[config.mk]
export PLATFORM = sky130hd
export DESIGN_NAME = dmem_bus_if_flat
export DESIGN_NICKNAME = d
export VERILOG_FILES = /design/src/rtl/dmem_bus_if_pkg.sv /design/src/rtl/dmem_bus_if_if.sv /design/src/rtl/dmem_bus_if.sv /design/src/flat_wrapper.sv
export SDC_FILE = /design/constraint.sdc
export NUM_CORES = 1
export LEC_CHECK = 0
export BUFFER_PORTS_ARGS = -buffer_cell sky130_fd_sc_hd__buf_2
export CAP_MARGIN = 10
export CORE_MARGIN = 4
export CORE_UTILIZATION = 40
export CTS_BUF_LIST = sky130_fd_sc_hd__clkbuf_8
export DETAILED_ROUTE_END_ITERATION = 10
export HOLD_SLACK_MARGIN = 0.05
export PLACE_DENSITY = 0.67
export SYNTH_ARGS = -nofsm -noshare
export SYNTH_HDL_FRONTEND = slang
export SYNTH_SLANG_ARGS = --single-unit
[constraint.sdc]
create_clock -name clk -period 2.4 [get_ports clk]
set_input_delay 0.24 -clock clk [delete_from_list [all_inputs] [get_ports clk]]
set_output_delay 0.24 -clock clk [all_outputs]
set_load 0.02 [all_outputs]
[src/rtl/dmem_bus_if_pkg.sv]
// Shared types for the data-side Wishbone bus interface.
package dmem_bus_if_pkg;

  typedef enum logic [1:0] {
    IDLE = 2'b00,
    BUSY = 2'b01,
    HOLD = 2'b10
  } state_t;

  localparam int unsigned CNT_W = 8;

endpackage

[src/rtl/dmem_bus_if_if.sv]
// Wishbone-classic signal bundle between the MEM-stage bus master and memory.
interface dmem_bus_if_if
  import dmem_bus_if_pkg::*;
#(
  parameter int unsigned ADDR_W = 32,
  parameter int unsigned DATA_W = 32
);

  logic                  cyc;
  logic                  stb;
  logic                  we;
  logic [ADDR_W-1:0]     adr;
  logic [DATA_W/8-1:0]   sel;
  logic [DATA_W-1:0]     dat_m2s;
  logic [DATA_W-1:0]     dat_s2m;
  logic                  ack;

  modport master (
    output cyc, stb, we, adr, sel, dat_m2s,
    input  dat_s2m, ack
  );

  modport slave (
    input  cyc, stb, we, adr, sel, dat_m2s,
    output dat_s2m, ack
  );

endinterface

[src/rtl/dmem_bus_if.sv]
// MEM-stage data bus master: one Wishbone-classic access per request, with
// pipeline stall, completion hold under external stall, flush abort and timeout.
module dmem_bus_if
  import dmem_bus_if_pkg::*;
#(
  parameter int unsigned ADDR_W  = 32,
  parameter int unsigned DATA_W  = 32,
  parameter int unsigned TIMEOUT = 255
) (
  input  logic                clk,
  input  logic                reset,
  input  logic                cpu_ce_i,
  input  logic                cpu_we_i,
  input  logic [ADDR_W-1:0]   cpu_addr_i,
  input  logic [DATA_W/8-1:0] cpu_sel_i,
  input  logic [DATA_W-1:0]   cpu_data_i,
  output logic [DATA_W-1:0]   cpu_data_o,
  output logic                stall_req_o,
  input  logic                stall_i,
  input  logic                flush_i,
  output logic                bus_err_o,
  dmem_bus_if_if.master       wb
);

  state_t                state_q, state_d;
  logic                  cyc_q, cyc_d;
  logic                  we_q, we_d;
  logic [ADDR_W-1:0]     adr_q, adr_d;
  logic [DATA_W/8-1:0]   sel_q, sel_d;
  logic [DATA_W-1:0]     dat_q, dat_d;
  logic [DATA_W-1:0]     rd_buf_q, rd_buf_d;
  logic [CNT_W-1:0]      cnt_q, cnt_d;
  logic                  err_q, err_d;
  logic                  timeout_hit;
  logic                  unused_addr_lsbs;

  assign unused_addr_lsbs = ^cpu_addr_i[1:0];
  assign timeout_hit      = (cnt_q == CNT_W'(TIMEOUT));

  always_ff @(posedge clk or negedge reset) begin
    if (!reset) begin
      state_q  <= IDLE;
      cyc_q    <= 1'b0;
      we_q     <= 1'b0;
      adr_q    <= '0;
      sel_q    <= '0;
      dat_q    <= '0;
      rd_buf_q <= '0;
      cnt_q    <= '0;
      err_q    <= 1'b0;
    end else begin
      state_q  <= state_d;
      cyc_q    <= cyc_d;
      we_q     <= we_d;
      adr_q    <= adr_d;
      sel_q    <= sel_d;
      dat_q    <= dat_d;
      rd_buf_q <= rd_buf_d;
      cnt_q    <= cnt_d;
      err_q    <= err_d;
    end
  end

  always_comb begin
    state_d     = state_q;
    cyc_d       = cyc_q;
    we_d        = we_q;
    adr_d       = adr_q;
    sel_d       = sel_q;
    dat_d       = dat_q;
    rd_buf_d    = rd_buf_q;
    cnt_d       = cnt_q;
    err_d       = 1'b0;
    stall_req_o = 1'b0;
    cpu_data_o  = '0;

    case (state_q)
      IDLE: begin
        stall_req_o = cpu_ce_i & ~flush_i;
        if (cpu_ce_i && !flush_i) begin
          adr_d   = {cpu_addr_i[ADDR_W-1:2], 2'b00};
          sel_d   = cpu_sel_i;
          we_d    = cpu_we_i;
          dat_d   = cpu_data_i;
          cyc_d   = 1'b1;
          cnt_d   = '0;
          state_d = BUSY;
        end
      end
      BUSY: begin
        // Ack outranks flush so a committed store is never reported as aborted.
        if (wb.ack) begin
          cpu_data_o = we_q ? '0 : wb.dat_s2m;
          cyc_d      = 1'b0;
          we_d       = 1'b0;
          sel_d      = '0;
          rd_buf_d   = wb.dat_s2m;
          state_d    = (stall_i && !flush_i) ? HOLD : IDLE;
        end else if (flush_i) begin
          stall_req_o = 1'b1;
          cyc_d       = 1'b0;
          we_d        = 1'b0;
          sel_d       = '0;
          state_d     = IDLE;
        end else if (timeout_hit) begin
          cyc_d   = 1'b0;
          we_d    = 1'b0;
          sel_d   = '0;
          err_d   = 1'b1;
          state_d = IDLE;
        end else begin
          stall_req_o = 1'b1;
          if (cnt_q != '1) cnt_d = cnt_q + 1'b1;
        end
      end
      HOLD: begin
        cpu_data_o = rd_buf_q;
        if (!stall_i || flush_i) state_d = IDLE;
      end
      default: state_d = IDLE;
    endcase
  end

  assign wb.cyc     = cyc_q;
  assign wb.stb     = cyc_q;
  assign wb.we      = we_q;
  assign wb.adr     = adr_q;
  assign wb.sel     = sel_q;
  assign wb.dat_m2s = dat_q;
  assign bus_err_o  = err_q;

endmodule

[src/flat_wrapper.sv]
// flat-port wrapper written by rule: the top's interface ports become plain ports
module dmem_bus_if_flat import dmem_bus_if_pkg::*;
#(
  parameter int unsigned ADDR_W  = 32,
  parameter int unsigned DATA_W  = 32,
  parameter int unsigned TIMEOUT = 255
)
  (clk, reset, cpu_ce_i, cpu_we_i, cpu_addr_i, cpu_sel_i, cpu_data_i, cpu_data_o, stall_req_o, stall_i, flush_i, bus_err_o, wb_cyc, wb_stb, wb_we, wb_adr, wb_sel, wb_dat_m2s, wb_dat_s2m, wb_ack);
  dmem_bus_if_if #(.ADDR_W(ADDR_W), .DATA_W(DATA_W)) wb_i ();
  input  logic clk;
  input  logic reset;
  input  logic cpu_ce_i;
  input  logic cpu_we_i;
  input  logic [ADDR_W-1:0] cpu_addr_i;
  input  logic [DATA_W/8-1:0] cpu_sel_i;
  input  logic [DATA_W-1:0] cpu_data_i;
  output logic [DATA_W-1:0] cpu_data_o;
  output logic stall_req_o;
  input  logic stall_i;
  input  logic flush_i;
  output logic bus_err_o;
  output wire logic [$bits(wb_i.cyc)-1:0] wb_cyc;
  output wire logic [$bits(wb_i.stb)-1:0] wb_stb;
  output wire logic [$bits(wb_i.we)-1:0] wb_we;
  output wire logic [$bits(wb_i.adr)-1:0] wb_adr;
  output wire logic [$bits(wb_i.sel)-1:0] wb_sel;
  output wire logic [$bits(wb_i.dat_m2s)-1:0] wb_dat_m2s;
  input wire logic [$bits(wb_i.dat_s2m)-1:0] wb_dat_s2m;
  input wire logic [$bits(wb_i.ack)-1:0] wb_ack;
  assign wb_cyc = wb_i.cyc;
  assign wb_stb = wb_i.stb;
  assign wb_we = wb_i.we;
  assign wb_adr = wb_i.adr;
  assign wb_sel = wb_i.sel;
  assign wb_dat_m2s = wb_i.dat_m2s;
  assign wb_i.dat_s2m = wb_dat_s2m;
  assign wb_i.ack = wb_ack;
  dmem_bus_if #(.ADDR_W(ADDR_W), .DATA_W(DATA_W), .TIMEOUT(TIMEOUT)) u_core (.clk(clk), .reset(reset), .cpu_ce_i(cpu_ce_i), .cpu_we_i(cpu_we_i), .cpu_addr_i(cpu_addr_i), .cpu_sel_i(cpu_sel_i), .cpu_data_i(cpu_data_i), .cpu_data_o(cpu_data_o), .stall_req_o(stall_req_o), .stall_i(stall_i), .flush_i(flush_i), .bus_err_o(bus_err_o), .wb(wb_i));
endmodule
==> results_dict.tcl <==
set metrics [dict create \
    grt_usage 0.168 \
    dieArea_um2 14300 \
    layout_commonest_cell "buf_2" \
    antenna_found_initial 0 \
    report.final.slew_viol_count 0 \
    fin_tns_setup_ns 0 \
    clock_skew_ns 0.00681 \
    synthCells 372 \
    area_delta_synth_final_pct 30.5 \
    place_congestion 0.812 \
    hp-class "primary input to flip-flop" \
    numCtsBuffers 9 \
    path_max_fanout 63 \
    finalWirelength_um 12100 \
    grt_pass1_vias 3941 \
    die_h_um 119 \
    cp.required_ns 2.16 \
    synth_cell_types 39 \
    grt_max_degree 64 \
    initial_core_util 0.410 \
    syn_avg_cell_area_um2 13.4 \
    finalCritPeriodShare 0.935 \
    drtPass1Iterations 4 \
    synth_top_area_cell "dfrtp_1" \
    clk_pin_slew_ns 0.10 \
    routedWlPerCell_um 16.1 \
    grt_overflow 0 \
    multi_input_area_um2 2050 \
    crit_type "flip-flop to primary output" \
    critPathLaunchType "flip-flop" \
    leakage_nw 3.13 \
    clockBufferDepth 2 \
    netlist_area_um2 4970 \
    max_cap_violations 0 \
    synth.area.top_cells "dfrtp_1 56%, mux2_2 23%, a22oi_1 4.8%, nor2b_1 4.8%, buf_2 1.2%" \
    crit_arrival_ns 2.00 \
    ios 212 \
    antennaDiodeCount 0 \
    clock_sinks 111 \
    synth_top_area_share 0.559 \
    hold_depth 2 \
    r2r_cells 5 \
    yosys_register_bits 111 \
    seq_area_frac_synth 0.559 \
    avgViaCountPerCell 5.01 \
    power.density_nw_per_um2 1290 \
    synth_edf_count 0 \
    rsz0062_at_grt "false" \
    core_um2 12100 \
    register_area_um2 2780 \
    status "finished, final reports clean" \
    irDropWorstVdd_uv 731 \
    postSynth.asyncResetShare 1.00 \
    die_x_um 119 \
    final_cell_mix "205 x buf_2, 111 x dfrtp_1, 102 x mux2_2" \
    setup_viol 0 \
    yosys_warnings 0 \
    worstSkewPairLatency_ns 0.38 \
    drt_iter0_markers 181 \
    crit_path_end_kind "primary output" \
    rows 40 \
    period_minus_slack_ns 2.24 \
    finalHoldViolCount 0 \
    grt_pass1_wl_um 19300 \
    root_buffer "clkbuf_8" \
    cts_setup_buffers 0 \
    fillCellCount 1105 \
    htree_levels 3 \
    max_freq_mhz 445 \
    cts_tree "done" \
    dr_total_vias 3749 \
    drc 0 \
    final_nets 687 \
    ant_nets 0 \
    drive_above_1_share 0.587 \
    dp_hpwl_um 8980 \
    portBuffers 207 \
    holdWs_ns 0.0845 \
    synth_ff_type "dfrtp_1" \
]
-- registers in the layout, indices dropped and copies added (netlist names) --
signal and flops:
u_core.wb.sel 4, u_core.bus_err_o 1, u_core.rd_buf_q 32, u_core.cnt_q 8, u_core.wb.cyc 1, u_core.wb.dat_m2s 32
u_core.state_q 2, u_core.wb.we 1, u_core.wb.adr 30
-- cell type report --
class,instances,share of cell area
flip-flops and latches,111,0.428
inverters,8,0.00463
repair buffers,218,0.182
clock inverters,5,0.0124
well taps,168,0.0324
multi-input cells,228,0.317
clock buffers,11,0.0234
-- worst max-delay path: stages (launching register included) --
cell and delay (ns):
dfrtp_1 0.42, inv_1 0.09, ha_1 0.30, nand3b_1 0.18
buf_12 0.29, o21ai_0 0.16, buf_2 0.19
-- metrics by stage --
stage | power, mW | util | instances | worst slack [ns] | cell area (µm²)
CTS | 8.45 | 0.532 | 748 | 0.0412 | 6440
detailed placement | 7.14 | 0.512 | 731 | 0.383 | 6200
finish | 8.39 | 0.535 | 749 | 0.155 | 6480
global route | 8.96 | 0.535 | 749 | 0.0349 | 6480
global placement | 6.99 | 0.512 | 731 | 0.418 | 6200
floorplan | 5.84 | - | 373 | 0.318 | 4970
-- where the power goes --
part	switching, mW	total (mW)	internal, mW	leakage, nW
clock network	0.623	1.27	0.645	0.117
registers	0.479	3.25	2.77	1.33
logic	2.11	3.87	1.76	1.69
total	3.21	8.39	5.18	3.13
-- metal layers --
layer  track usage  up-vias  wire length [µm]
met1         0.198     1834              4720
met5             0        -                 0
met4        0.0673        0               215
li1              -     1730                 -
met3        0.0745       14              1470
met2         0.270      171              5680
-- cells in the mapped netlist, types with 2 or more instances --
library cell and instances:
mux2i_1 2, nor2b_1 38, dfrtp_1 111, nand3_1 2, inv_1 8, nor2_1 2
a31oi_1 6, ha_1 4, buf_2 12, a22oi_1 32, or2b_1 3, nand2_1 3
nand4_1 2, clkbuf_1 9, and2_1 2, nand2b_1 3, o211ai_1 2, buf_4 3
and3_1 3, mux2_2 102, and2b_1 2, o21ai_0 4
-- cells by family after synthesis --
logic type / after synthesis / synth area share
flip-flops: 111 / 0.559
adder cells (fa/ha/maj): 4 / 0.0101
AND/OR/NAND/NOR: 65 / 0.0816
multiplexers: 104 / 0.235
other: 1 / 0.000755
AO/OA/AOI/OAI: 53 / 0.0808
buffers and inverters: 34 / 0.0327
-- path summary, 6_finish.rpt --
kind | to | slack [ns] | start
min in group asynchronous | u_core.wb.sel[2] | 0.36 | reset
setup / recovery | stall_req_o | 0.16 | u_core.state_q[0]
hold / removal | u_core.wb.adr[17] | 0.08 | cpu_addr_i[17]
hold reg to reg | u_core.wb.adr[4] | 0.51 | u_core.wb.adr[4]
max in group asynchronous | u_core.rd_buf_q[27] | 1.35 | reset
setup reg to reg | u_core.wb.sel[0] | 0.38 | u_core.cnt_q[0]
-- timing repair --
item | in CTS | in global routing
gates resized for setup | 0 | 5
hold buffers | 1 | 0
endpoints found under the hold margin | 32 | 0
setup endpoints to repair | 0 | 32
(Power assumes the default switching activity.)
